File: config.mk
export PLATFORM = sky130hd
export DESIGN_NAME = jt51_wrqueue
export DESIGN_NICKNAME = d
export VERILOG_FILES = /design/src/rtl/jt51_wrqueue.sv
export SDC_FILE = /design/constraint.sdc
export NUM_CORES = 1
export LEC_CHECK = 0
export CELL_PAD_IN_SITES_DETAIL_PLACEMENT = 1
export CELL_PAD_IN_SITES_GLOBAL_PLACEMENT = 2
export CORE_UTILIZATION = 41
export CTS_CLUSTER_SIZE = 10
export DETAILED_ROUTE_END_ITERATION = 10
export HOLD_SLACK_MARGIN = 0.05
export PLACE_DENSITY_LB_ADDON = 0.1
export RECOVER_POWER = 25
export SETUP_SLACK_MARGIN = 0.05
export SYNTH_ARGS = -nofsm -noshare
export SYNTH_HDL_FRONTEND = slang
export SYNTH_SLANG_ARGS = --single-unit
File: constraint.sdc
create_clock -name clk -period 3.6 [get_ports clk]
set_clock_uncertainty 0.1 [all_clocks]
set_input_delay 0.72 -clock clk [delete_from_list [all_inputs] [get_ports clk]]
set_output_delay 0.72 -clock clk [all_outputs]
set_load 0.1 [all_outputs]
File: src/rtl/jt51_wrqueue.sv
// jt51_wrqueue: CPU-side write buffer in front of jt51_mmr.
// Stores address/data writes in order and replays them as 1-clk strobes,
// waiting out jt51_mmr's busy window so the CPU never needs to poll.
module jt51_wrqueue #(
    parameter int AW = 3
) (
    input  logic          clk,
    input  logic          rst,
    input  logic          cpu_wr,
    input  logic          cpu_a0,
    input  logic [7:0]    cpu_din,
    output logic          full,
    output logic          pend,
    output logic          ovf,
    output logic [AW:0]   level,
    output logic          mmr_write,
    output logic          mmr_a0,
    output logic [7:0]    mmr_din,
    input  logic          mmr_busy
);

    localparam int DEPTH = 1 << AW;

    typedef enum logic [1:0] {
        IDLE  = 2'd0,
        WR    = 2'd1,
        GAP   = 2'd2,
        WAITB = 2'd3
    } state_t;

    state_t          state_q, state_d;
    logic [AW:0]     level_q, level_d;
    logic [AW-1:0]   wr_ptr_q, wr_ptr_d;
    logic [AW-1:0]   rd_ptr_q, rd_ptr_d;
    logic            mmr_write_q, mmr_write_d;
    logic            mmr_a0_q, mmr_a0_d;
    logic [7:0]      mmr_din_q, mmr_din_d;
    logic            ovf_q, ovf_d;
    logic [8:0]      mem_q [DEPTH];

    logic            push;
    logic            pop;
    logic [8:0]      head;

    // Queue bookkeeping and replay FSM next-state logic.
    always_comb begin
        // NOTE: every signal gets a default before the case so no path leaves it unassigned (no latch).
        state_d     = state_q;
        level_d     = level_q;
        wr_ptr_d    = wr_ptr_q;
        rd_ptr_d    = rd_ptr_q;
        mmr_write_d = mmr_write_q;
        mmr_a0_d    = mmr_a0_q;
        mmr_din_d   = mmr_din_q;
        ovf_d       = ovf_q;
        head        = mem_q[rd_ptr_q];

        // full comes from the registered level, so a same-cycle pop never frees room.
        push = cpu_wr && !full;
        pop  = (state_q == IDLE) && (level_q != '0);

        if (cpu_wr && full) begin
            ovf_d = 1'b1;
        end

        case (state_q)
            IDLE: begin
                if (pop) begin
                    mmr_a0_d    = head[8];
                    mmr_din_d   = head[7:0];
                    mmr_write_d = 1'b1;
                    rd_ptr_d    = rd_ptr_q + AW'(1);
                    state_d     = WR;
                end
            end
            WR: begin
                mmr_write_d = 1'b0;
                state_d     = GAP;
            end
            GAP: begin
                // One low cycle guarantees a fresh rising edge for the next strobe.
                state_d = WAITB;
            end
            WAITB: begin
                if (!mmr_busy) begin
                    state_d = IDLE;
                end
            end
            default: state_d = IDLE;
        endcase

        if (push) begin
            wr_ptr_d = wr_ptr_q + AW'(1);
        end
        level_d = level_q + (AW+1)'(push) - (AW+1)'(pop);
    end

    // Control and output registers with synchronous reset.
    always_ff @(posedge clk) begin
        // NOTE: non-blocking assignments so every flop samples pre-edge values.
        if (rst) begin
            state_q     <= IDLE;
            level_q     <= '0;
            wr_ptr_q    <= '0;
            rd_ptr_q    <= '0;
            mmr_write_q <= 1'b0;
            mmr_a0_q    <= 1'b0;
            mmr_din_q   <= 8'h00;
            ovf_q       <= 1'b0;
        end else begin
            state_q     <= state_d;
            level_q     <= level_d;
            wr_ptr_q    <= wr_ptr_d;
            rd_ptr_q    <= rd_ptr_d;
            mmr_write_q <= mmr_write_d;
            mmr_a0_q    <= mmr_a0_d;
            mmr_din_q   <= mmr_din_d;
            ovf_q       <= ovf_d;
        end
    end

    // Entry storage, written on accepted pushes.
    always_ff @(posedge clk) begin
        // NOTE: storage is not reset; level and pointers alone define which entries are valid.
        if (!rst && push) begin
            mem_q[wr_ptr_q] <= {cpu_a0, cpu_din};
        end
    end

    assign full      = (level_q == (AW+1)'(DEPTH));
    assign pend      = (level_q != '0) || (state_q != IDLE) || mmr_busy;
    assign ovf       = ovf_q;
    assign level     = level_q;
    assign mmr_write = mmr_write_q;
    assign mmr_a0    = mmr_a0_q;
    assign mmr_din   = mmr_din_q;

endmodule

Yosys cells after proc, flatten, opt, wreduce, memory -nomap -nowiden
Memories as Yosys holds them, arrays and structs flattened. A register that Yosys moved wholly into a read port is not among the register bits.
Cells that the tools add are included.
{ "totals": {"reg_bits": 14, "mem_bits_rw": 72, "word_cells": 39, "mem_count": 1} }
{ "mem_list": {"columns": ["name", "words", "width", "rd", "rd_clocked_by_memory_dff", "write_ports", "line", "source"], "rows": [
  ["mem_q", 8, 9, 1, 1, 1, "39", "logic [8:0] mem_q [DEPTH];"]
]} }
{ "op_classes": {"add_sub_neg": 4, "reduce_logical": 15, "n_eq_ne": 6, "n_mux": 7} }
{ "op_table": {"columns": ["operator", "n"], "rows": [
  ["$pmux 2 s4", 1],
  ["$add 3x1->3 const B", 2],
  ["$reduce_and 2->1", 3],
  ["$add 4x1->4", 1],
  ["$eq 2x2->1 const B", 2],
  ["$eq 4x4->1 const B", 1],
  ["$logic_and 1x1->1", 4],
  ["$mux 2", 2],
  ["$ne 2x2->1 const B", 2],
  ["$reduce_bool 2->1", 2],
  ["$reduce_bool 4->1", 1],
  ["$sub 4x1->4", 1],
  ["$mux 1", 3],
  ["$eq 2x1->1 const B", 1],
  ["$logic_not 1->1", 2],
  ["$logic_not 2->1", 1],
  ["$logic_or 1x1->1", 2],
  ["$pmux 1 s2", 1]
]} }

Longest topological paths before layout
{ "depth": {"ltp_word": 6, "ltp_mapped": 12, "depth_no_buf": 11} }

Least setup slack after synthesis
Ideal clock, no wire load.
{ "synth_path": {"path_type": "reg-to-reg", "start": "register level_q[2] (netlist: level[2])", "end": "memory mem_q[0][0] (enable)", "setup_slack_ps": 157, "synth_period_minus_slack_ps": 3443, "stages_incl_launch_ff": 7, "setup_ps": 403, "path_buffers": 1, "arrival_time_ps": 2941, "path_cell_list": "dfxtp_1 -> inv_1 -> ha_1 -> or3b_2 -> clkbuf_1 -> nand2_1 -> nor4b_1"} }
{ "synth_between": {"elab_chain_cells": 6} }
{ "synth_rtl": {"columns": ["element", "line", "source"], "rows": [
  ["start, declared", "32", "logic [AW:0] level_q, level_d;"],
  ["start signal, assigned", "112", "level_q <= level_d;"],
  ["$eq 4x4->1", "130", "assign full = (level_q == (AW+1)'(DEPTH));"],
  ["$logic_not 1->1", "59", "push = cpu_wr && !full;"],
  ["$logic_and 1x1->1", "59", null],
  ["$logic_and 1x1->1", "125", "if (!rst && push) begin"],
  ["$mux 1", "125", null],
  ["$mux 1 (implied by the code)", "126", "mem_q[wr_ptr_q] <= {cpu_a0, cpu_din};"],
  ["end, declared", "39", null]
]} }
No other way between the ends.

Final worst setup path
{ "layout_path": {"start": "register mmr_din_q[3] (netlist: mmr_din[3])", "end": "output port mmr_din[3]"} }
{ "layout_rtl": {"columns": ["element", "line", "source"], "rows": [
  ["start, declared", "37", "logic [7:0] mmr_din_q, mmr_din_d;"],
  ["start signal, assigned", "117", "mmr_din_q <= mmr_din_d;"],
  ["end, declared", "18", "output logic [7:0] mmr_din,"]
]} }
No word-level cell between the ends.

==> out/results.ini <==
[run_status]
outcome = complete, no violations

[sta]
finalSetupTns_ns = 0
hold-worst-slack_ns = 0.380
maxSlewHeadroom_pct = 35.4
setup_slack_ns = 0.877
hold_violations = 0
finalSetupViolations = 0
rsz0062_at_grt = no
max_freq_mhz = 367
worst_pin_slew_ns = 0.966
maxSlewViolCount = 0
period_share_pct = 75.6
period_needed_ns = 2.72

[yosys]
syn_inst = 253
yosysUniqueCellTypes = 35
syn_area_sq_um = 3890
synth-warning-count = 0
synth-seq-cells = 95
syn_area_per_cell_sq_um = 15.4
yosysSeqAreaShare_pct = 67.4
synth_nets = 280

[drt]
drcViolationCount = 0
vias_per_cell = 5.29
wl_per_cell_microns = 19.2
dr_total_vias = 2159
drt-total-wl_microns = 7840
drt_first_iter_violations = 61
final_antenna_net_count = 0
firstDrtPassIters = 4

[floorplanning]
die_area_sq_um = 9880
core_sq_um = 9200
die_w_microns = 99.4
ios = 30
die_h_microns = 99.4
start_util_pct = 42.3
rows = 35

[grt]
first_global_vias = 2232
grt_overflow = 0
grt_first_pass_wirelength_microns = 12100
antenna_found_initial = 0
globalRouteTotalUtil_pct = 17.3
grt_max_degree = 23

[clock_network]
cts_resized = 0
clk_pin_slew_worst_paths_ns = 0.10
clockBufferDepth = 2
cts-root-buf = clkbuf_8
cts.sinks = 95
cts_tree = built
cts_buffers = 9
h-tree-depth = 3
hold_buffers = 0
worstSkewPairLatency_ns = 0.36
post_cts_buffers = 0

[setup_path]
worst_path_dominant_cell_family = buffers and inverters
crit_fanout = 2
regToRegStartpoint = level[2]
r2r_cells = 11
worst-setup-path-type = reg2out
cp.required_ns = 2.78
arrival_ns = 1.90
worstSetupStartpointType = register
crit_start = mmr_din[3]
cp_slowest_cell = clkdlybuf4s50_1
cp.buffers_inverters = 1
r2r_end = level[3]
crit_path_max_incr_delay_ns = 1.16
cp-end-kind = output pin
r2r_slack_ns = 0.97
critical_path.cell_chain = clkdlybuf4s50_1

[pwr]
total_power_mw = 3.62
power_frac_comb_pct = 41.3
switching_share_pct = 42.9
p_leak_nw = 1.55
powerDensity_nw_per_um2 = 805
intPower_mw = 2.07
ir_worst_vdd_mv = 0.361
power.switching_mw = 1.55
clockPowerShare_pct = 19.0
pwr-share-seq_pct = 39.7

[place]
dp_slack_ns = 0.726
place_congestion = 0.688
hpwl_microns = 4970
placed_cells = 392
portBuffers = 29

[layout]
fin_nets = 319
drive_gt1_share_pct = 13.5
area_growth_pct = 15.6
seqCellArea_sq_um = 2620
nFillCells = 921
stdcell_count = 408
multiInputGateArea_sq_um = 1140
n_antenna_cell = 0

[worst_hold_path]
min-delay-start = mmr_a0
hold_depth = 1
hold_class = reg2reg
hold_end = mmr_a0

[job]
maxCapViolCount = 0

power groups by stage:
stage                     clock network (mW)  registers, mW  logic (mW)
after global placement                     0           1.46        1.49
after detailed placement                   0           1.46        1.51
final                                  0.686           1.44        1.50
after floorplan                            0           1.93       0.714
after global routing                   0.749           1.46        1.60
after CTS                              0.711           1.44        1.51
through the flow:
step / instance area (sq um) / utilization [%]
after global placement: 4300 / 46.7
final: 4490 / 48.9
after detailed placement: 4300 / 46.7
after global routing: 4490 / 48.9
after CTS: 4490 / 48.9
after floorplan: 3890 / -
layout by cell type (no fill, tap or decap), types with 2 or more instances in the layout:
master	n
edfxtp_1	72
mux2i_1	38
dfxtp_1	22
a22oi_1	18
clkdlybuf4s50_1	18
nor2_1	16
buf_4	15
ha_1	13
inv_1	9
a32o_1	9
clkbuf_8	9
dlygate4sd3_1	7
nand2_1	5
a21oi_1	5
nand3_1	4
nor2b_1	4
nor3_1	3
xnor2_1	3
xor2_1	3
inv_8	3
nor2_2	2
clkinvlp_4	2
layout make-up:
type | count | area share (%)
sequential | 95 | 58.4
multi-input combinational | 137 | 25.3
timing repair buffer | 40 | 8.07
tap | 111 | 3.09
clock buffer | 9 | 2.76
clock inverter | 7 | 1.64
inverter | 9 | 0.752
worst max-delay path by stage:
stage | endpoint | slack (ns) | depth (start not counted)
after floorplan | mem_q[0][0] | 0.16 | 6
final | mmr_din[3] | 0.88 | 1
after CTS | mmr_din[3] | 0.87 | 1
after global placement | level[2] | 0.78 | 8
after global routing | level[3] | 0.79 | 11
after detailed placement | level[2] | 0.73 | 8
logic make-up (layout without fill, tap and decap cells):
logic type / after synthesis / after routing / share of synthesized area, %
adders and majority gates: 14 / 14 / 4.70
muxes: 38 / 38 / 9.78
xor gates and xnor gates: 6 / 6 / 1.35
and+or+nand+nor: 44 / 44 / 6.15
AOI/OAI and AO/OA: 35 / 35 / 6.95
buffers and inverters: 21 / 65 / 3.64
DFF: 95 / 95 / 67.4
state kept, by name (all words and copies together), names as in the netlist:
name       flops
mem_q         72
mmr_din        8
level          4
rd_ptr_q       3
wr_ptr_q       3
state_q        2
mmr_a0         1
mmr_write      1
ovf            1
synth_stat cells:
cell type	number	area share (%)
edfxtp_1	72	56
mux2i_1	38	9.8
dfxtp_1	23	12
a22oi_1	18	3.5
nor2_1	16	1.5
ha_1	13	4.2
a32o_1	9	2.3
inv_1	9	0.87
a21oi_1	5	0.64
nand2_1	5	0.48
nand3_1	4	0.51
nor2b_1	4	0.64
buf_6	3	0.87
clkbuf_8	3	1.1
nor3_1	3	0.39
xnor2_1	3	0.68
xor2_1	3	0.68
buf_2	2	0.26
buf_4	2	0.39
clkbuf_1	2	0.19
nor2_2	2	0.32
a211oi_1	1	0.19
a21o_1	1	0.19
and2_1	1	0.16
and2_4	1	0.23
and4bb_2	1	0.32
fa_1	1	0.51
nand2b_1	1	0.16
nand3b_1	1	0.19
nor2b_4	1	0.35
nor4_1	1	0.16
nor4b_1	1	0.23
o21ai_0	1	0.13
or3b_1	1	0.23
or3b_2	1	0.23
per-layer routing:
metal / routed length [microns] / GRT usage (%)
met1: 3490 / 21.4
met2: 4060 / 30.3
met3: 216 / 2.74
met4: 78 / 6.79
met5: 0 / 0
Note: power is estimated with default switching activity, not from simulation.
